File: config.mk
export PLATFORM = sky130hd
export DESIGN_NAME = outmap_compress_ctrl
export DESIGN_NICKNAME = d
export VERILOG_FILES = /design/src/rtl/outmap_compress_ctrl.sv
export SDC_FILE = /design/constraint.sdc
export NUM_CORES = 2
export LEC_CHECK = 0
export CAP_MARGIN = 40
export CORE_MARGIN = 2
export CORE_UTILIZATION = 40
export CTS_CLUSTER_DIAMETER = 100
export DETAILED_ROUTE_END_ITERATION = 10
export SLEW_MARGIN = 10
export SYNTH_ARGS = -nofsm -noshare
export SYNTH_HDL_FRONTEND = slang
export SYNTH_SLANG_ARGS = --single-unit
File: constraint.sdc
create_clock -name clk -period 25.6 [get_ports clk]
set_input_delay 7.68 -clock clk [delete_from_list [all_inputs] [get_ports clk]]
set_output_delay 7.68 -clock clk [all_outputs]
set_load 0.05 [all_outputs]
File: src/rtl/outmap_compress_ctrl.sv
// Output-map layer sequencer for the 16-lane sparse compressor: stages input rows in a
// 32-byte sliding window and writes each compressed word back through one output register.
module outmap_compress_ctrl #(
  parameter int ADDR_W = 32,
  parameter int CNT_W  = 16
) (
  input  logic                   clk,
  input  logic                   rst,
  input  logic                   start,
  input  logic [CNT_W-1:0]       cfg_total_elems,
  input  logic [ADDR_W-1:0]      cfg_base_addr,
  input  logic                   in_valid,
  input  logic [15:0][7:0]       in_data,
  output logic                   in_ready,
  output logic [15:0][7:0]       cmp_data,
  output logic [4:0]             cmp_valid_num,
  output logic                   cmp_start,
  input  logic [4:0]             cmp_taken_num,
  output logic                   cmp_flush,
  input  logic                   cmp_idle,
  input  logic [63:0]            cmp_word,
  input  logic                   cmp_word_req,
  output logic                   cmp_mem_ack,
  output logic                   mem_wr_req,
  output logic [ADDR_W-1:0]      mem_wr_addr,
  output logic [63:0]            mem_wr_data,
  input  logic                   mem_wr_gnt,
  output logic                   busy,
  output logic                   done,
  output logic [CNT_W-1:0]       words_written,
  output logic                   err_overtake
);

  typedef enum logic [2:0] {
    S_IDLE  = 3'd0,
    S_RUN   = 3'd1,
    S_FLUSH = 3'd2,
    S_DRAIN = 3'd3,
    S_DONE  = 3'd4
  } state_t;

  state_t            state;
  logic [CNT_W-1:0]  total;
  logic [ADDR_W-1:0] base;
  logic [CNT_W-1:0]  elems_taken;
  logic [CNT_W-1:0]  elems_fetched;
  logic [CNT_W-1:0]  words_captured;
  logic [31:0][7:0]  win;
  logic [5:0]        wcnt;

  logic              layer_start;
  logic              run;
  logic              active;
  logic              overtake;
  logic              accept;
  logic              grant;
  logic [4:0]        take;
  logic [4:0]        fill_num;
  logic [5:0]        surv;
  logic [5:0]        wcnt_nxt;
  logic [CNT_W-1:0]  remain;
  logic [31:0][7:0]  win_shift;
  logic [31:0][7:0]  win_nxt;

  assign layer_start = (state == S_IDLE) && start;
  assign run         = (state == S_RUN);
  assign active      = run || (state == S_FLUSH) || (state == S_DRAIN);

  // A take larger than what is presented is flagged and clamped to the presented count.
  assign overtake = run && (cmp_taken_num > cmp_valid_num);
  assign take     = !run ? 5'd0 : (overtake ? cmp_valid_num : cmp_taken_num);
  assign surv     = wcnt - {1'b0, take};
  assign remain   = total - elems_fetched;
  assign fill_num = (remain > CNT_W'(5'd16)) ? 5'd16 : remain[4:0];
  assign in_ready = run && (surv <= 6'd16) && (elems_fetched < total);
  assign accept   = in_valid && in_ready;
  assign wcnt_nxt = surv + (accept ? {1'b0, fill_num} : 6'd0);
  assign win_shift = win >> {take, 3'b000};

  // Next window: survivors shifted to the head, new row bytes appended, zeros above.
  always_comb begin
    win_nxt = '0;
    for (int i = 0; i < 32; i++) begin
      if (6'(i) < surv) begin
        win_nxt[i] = win_shift[i];
      end else if (accept && ((6'(i) - surv) < {1'b0, fill_num})) begin
        win_nxt[i] = in_data[4'(6'(i) - surv)];
      end else begin
        win_nxt[i] = 8'h00;
      end
    end
  end

  // Window bytes above the occupancy are always zero, so the head is presented as-is.
  assign cmp_data = win[15:0];

  // Window contents, occupancy and element counters.
  always_ff @(posedge clk or posedge rst) begin
    if (rst) begin
      win           <= '0;
      wcnt          <= 6'd0;
      cmp_valid_num <= 5'd0;
      elems_taken   <= '0;
      elems_fetched <= '0;
    end else if (layer_start) begin
      win           <= '0;
      wcnt          <= 6'd0;
      cmp_valid_num <= 5'd0;
      elems_taken   <= '0;
      elems_fetched <= '0;
    end else begin
      win           <= win_nxt;
      wcnt          <= wcnt_nxt;
      cmp_valid_num <= (wcnt_nxt > 6'd16) ? 5'd16 : wcnt_nxt[4:0];
      elems_taken   <= elems_taken + CNT_W'(take);
      if (accept) begin
        elems_fetched <= elems_fetched + CNT_W'(fill_num);
      end
    end
  end

  // Capture into the output register may coincide with the grant that empties it.
  assign grant       = mem_wr_req && mem_wr_gnt;
  assign cmp_mem_ack = active && cmp_word_req && (!mem_wr_req || mem_wr_gnt);

  // Output register, write counters and sticky overtake flag.
  always_ff @(posedge clk or posedge rst) begin
    if (rst) begin
      mem_wr_req     <= 1'b0;
      mem_wr_addr    <= '0;
      mem_wr_data    <= 64'h0;
      words_captured <= '0;
      words_written  <= '0;
      err_overtake   <= 1'b0;
    end else if (layer_start) begin
      words_captured <= '0;
      if (cfg_total_elems != '0) begin
        words_written <= '0;
        err_overtake  <= 1'b0;
      end
    end else begin
      if (cmp_mem_ack) begin
        mem_wr_req     <= 1'b1;
        mem_wr_data    <= cmp_word;
        mem_wr_addr    <= base + ADDR_W'(words_captured);
        words_captured <= words_captured + CNT_W'(1'b1);
      end else if (grant) begin
        mem_wr_req <= 1'b0;
      end
      if (grant) begin
        words_written <= words_written + CNT_W'(1'b1);
      end
      if (overtake) begin
        err_overtake <= 1'b1;
      end
    end
  end

  // Layer sequencing FSM with registered status and compressor control outputs.
  always_ff @(posedge clk or posedge rst) begin
    if (rst) begin
      state     <= S_IDLE;
      total     <= '0;
      base      <= '0;
      busy      <= 1'b0;
      done      <= 1'b0;
      cmp_start <= 1'b0;
      cmp_flush <= 1'b0;
    end else begin
      cmp_start <= 1'b0;
      done      <= 1'b0;
      case (state)
        S_IDLE: begin
          if (start) begin
            total <= cfg_total_elems;
            base  <= cfg_base_addr;
            busy  <= 1'b1;
            if (cfg_total_elems == '0) begin
              state <= S_DONE;
              done  <= 1'b1;
            end else begin
              state     <= S_RUN;
              cmp_start <= 1'b1;
            end
          end
        end
        S_RUN: begin
          if (elems_taken == total) begin
            state     <= S_FLUSH;
            cmp_flush <= 1'b1;
          end
        end
        S_FLUSH: begin
          if (cmp_idle && !cmp_word_req) begin
            state     <= S_DRAIN;
            cmp_flush <= 1'b0;
          end
        end
        S_DRAIN: begin
          if (!mem_wr_req) begin
            state <= S_DONE;
            done  <= 1'b1;
          end
        end
        S_DONE: begin
          state <= S_IDLE;
          busy  <= 1'b0;
        end
        default: begin
          state     <= S_IDLE;
          busy      <= 1'b0;
          cmp_flush <= 1'b0;
        end
      endcase
    end
  end

endmodule

==> metrics.txt <==
placed cell count=6,486; Yosys top cell area share=29.26%; Die Wd=325.7 µm; layout net count=5,613; core area=102,200 µm²; DR WL/cell=38.98 µm; first-pass GRT wire length=354,600 µm; Slew HR=24.14%; Final Setup Violations=0; Post-synth EDFFs=0; CTS max path bufs=3; Final min period=22.78 ns; routability cong.=1.117; Final Non-Filler Cells=6,686; # clock sinks=484; hold buffer count at CTS=0; fillcell total=10,010; Max Clk Rate=43.90 MHz; share of cells above drive strength 1=11.14%; setup skew after layout=0.03832 ns; hold crit path type=reg -> reg; Synth area leaders=dfrtp_1 29%, mux2i_1 14%, nand2_1 8.9%; RSZ-0062 raised after global routing=false; Max Transition Viols Final=0; WP data required=17.92 ns; syn avg cell area=8.567 µm²; max cap viols=0; Post-DRT Antenna Nets=0; gr ovfl total=0; synthesized flop and latch total=484; Area Growth Syn to Fin=22.38%; status=complete, no violations; Syn Std Cell Area=41,390 µm²; WP data arrival=15.10 ns; Hold Slack=0.4738 ns; Resized Gates After CTS=0; Post-CTS Setup Bufs=0; # port buffers=504; crit-path max FO=68; period utilization=88.98%; CTS tree=built; Seq/Total Area, Yosys=29.26%; # rows=117; 1st-iter DRT viols=6,472; Crit Path Class=in -> out; Clk Tree Root Cell=clkbuf_16; Chip Height=325.7 µm; initial antenna violation count=68; Tightest Pin Transition=1.106 ns; Gate Count Post-Synth=4,831; clk slew on worst S/H paths=0.06 ns; final hold vios=0; initial core utilization=40.50%; final WL=260,600 µm; drt via density=6.703; IO Count=505; largest net degree at the start of global routing=140; first drt pass iteration count=9; Final HPWL DP=201,600 µm; vias in the first global route=41,760; main flop type after synthesis=dfrtp_1; Yosys cell types=86; DR DRC count=0; GRT Util Overall=48.09%; total negative slack=0 ns; routed via count=44,810; Async SR Flop Fraction=100.0%; CP Capture Type=output pin; Die ar.=106,100 µm²; latest clock arrival within the worst-skew pair=0.69 ns; Mapped Nets=5,226; htree depth=3; top cell type by total area after synthesis=dfrtp_1; category of the worst setup path launch point=input pin; Num CTS Buffers=66; Yosys warning count=0
==> cells in the mapped netlist, types with 21 or more instances <==
library cell,count
a31oi_1,27
and2_1,24
a21o_1,35
inv_1,97
a22oi_1,48
clkbuf_1,177
buf_2,48
o22ai_1,125
a211oi_1,35
ha_1,137
o32ai_1,22
buf_4,129
o221ai_1,23
and3_1,31
nand2_1,977
nor4_1,21
mux2i_1,591
xnor2_1,80
o211ai_1,53
nor2_1,231
nand3_1,93
o21a_1,21
nor3_1,37
xor2_1,57
mux4_2,128
nand4_1,42
dfrtp_1,484
buf_1,61
mux2_2,57
nor2b_1,27
or3_1,25
o21ai_0,397
a21oi_1,226
==> flip-flops by register name, summed over array words and instances (netlist names), 32 cells and up <==
signal       count
cmp_data       128
win            128
mem_wr_data     64
base            32
mem_wr_addr     32
==> critical path, cell delays in order <==
cell,delay (ns)
clkdlybuf4s50_1,0.48
ha_1,0.33
nor2b_1,0.15
o31ai_1,0.08
a21oi_2,0.36
buf_6,0.22
mux2_8,0.57
clkinv_2,0.60
ha_4,0.35
fa_4,0.47
nor2b_1,0.13
o21ai_0,0.11
and3_1,0.22
nor2_1,0.09
buf_4,0.28
inv_1,0.34
nor2_1,0.78
a31oi_1,0.42
nor4_1,0.50
clkdlybuf4s50_1,0.89
==> layout make-up <==
type	instances	area, µm²	area share [%]
Tap cell	1368	1712	3.379
Timing Repair Buffer	734	6993	13.81
Inverter	106	407.9	0.8053
Antenna cell	56	140.1	0.2767
Sequential cell	484	12110	23.91
Clock inverter	25	375.4	0.7411
Multi-Input combinational cell	3826	27090	53.48
Clock buffer	87	1822	3.597
==> kinds of logic after synthesis <==
logic type / count (synthesis) / synth area share, %
AND/OR/NAND/NOR: 1563 / 16.12
AO/OA/AOI/OAI: 1207 / 18.43
multiplexers: 776 / 22.81
buffers and inverters: 521 / 6.040
flip-flops: 484 / 29.26
adder cells (fa/ha/maj): 143 / 4.432
XOR/XNOR: 137 / 2.899
==> through the flow <==
stage	cell area, µm²	worst slack (ns)	util, %
CTS	50150	2.982	49.08
global route	50550	2.531	49.47
global placement	47450	2.777	46.44
floorplan	41390	3.988	-
detailed placement	47960	3.008	46.93
finish	50650	2.821	49.57
==> path summary, 6_finish.rpt <==
path / from / to / slack, ns / cells past startpoint
min in group asynchronous: rst / total[5] / 7.40 / 2
max reg2reg: cmp_valid_num[1] / cmp_data[51] / 16.51 / 25
max in group asynchronous: rst / cmp_data[49] / 15.57 / 6
max: cmp_taken_num[1] / in_ready / 2.82 / 20
min: mem_wr_data[7] / mem_wr_data[7] / 0.47 / 2
min reg2reg: mem_wr_data[7] / mem_wr_data[7] / 0.47 / 2
==> per-layer routing <==
layer  vias up  part of all wire (%)  GRT usage, %
li1      18400                     -             -
met1     21750                    36         54.76
met2      3536                    41         68.02
met3      1078                    13         23.29
met4        52                    10         38.86
met5         -                  0.22         1.730
==> cell usage in the layout (no fill, tap or decap), types with 16 or more instances in the layout <==
cell type        instances
o221ai_1                22
or3_1                   25
xor2_1                  56
inv_1                   94
nor2_1                 223
o32ai_1                 22
nor3_1                  34
nand2_1                976
xnor2_1                 76
a22o_1                  16
mux4_2                 128
clkdlybuf4s50_1        504
mux2i_1                587
mux2_2                  54
and3_1                  31
nand4_1                 42
and2_1                  24
nand2b_1                18
nand3_1                 93
a31oi_1                 26
dfrtp_1                484
nor2b_1                 27
nor4_1                  21
o31ai_1                 17
ha_1                   135
a21o_1                  35
a211oi_1                31
o22ai_1                125
o211ai_1                53
buf_2                   24
diode_2                 56
o21a_1                  21
clkbuf_16               67
buf_4                  173
a21oi_1                221
a22oi_1                 48
a211o_1                 16
o2bb2ai_1               18
o21ai_0                388
Power is not shown: default switching activity piles up to over one toggle a cycle in this logic, so the estimate is an artifact.
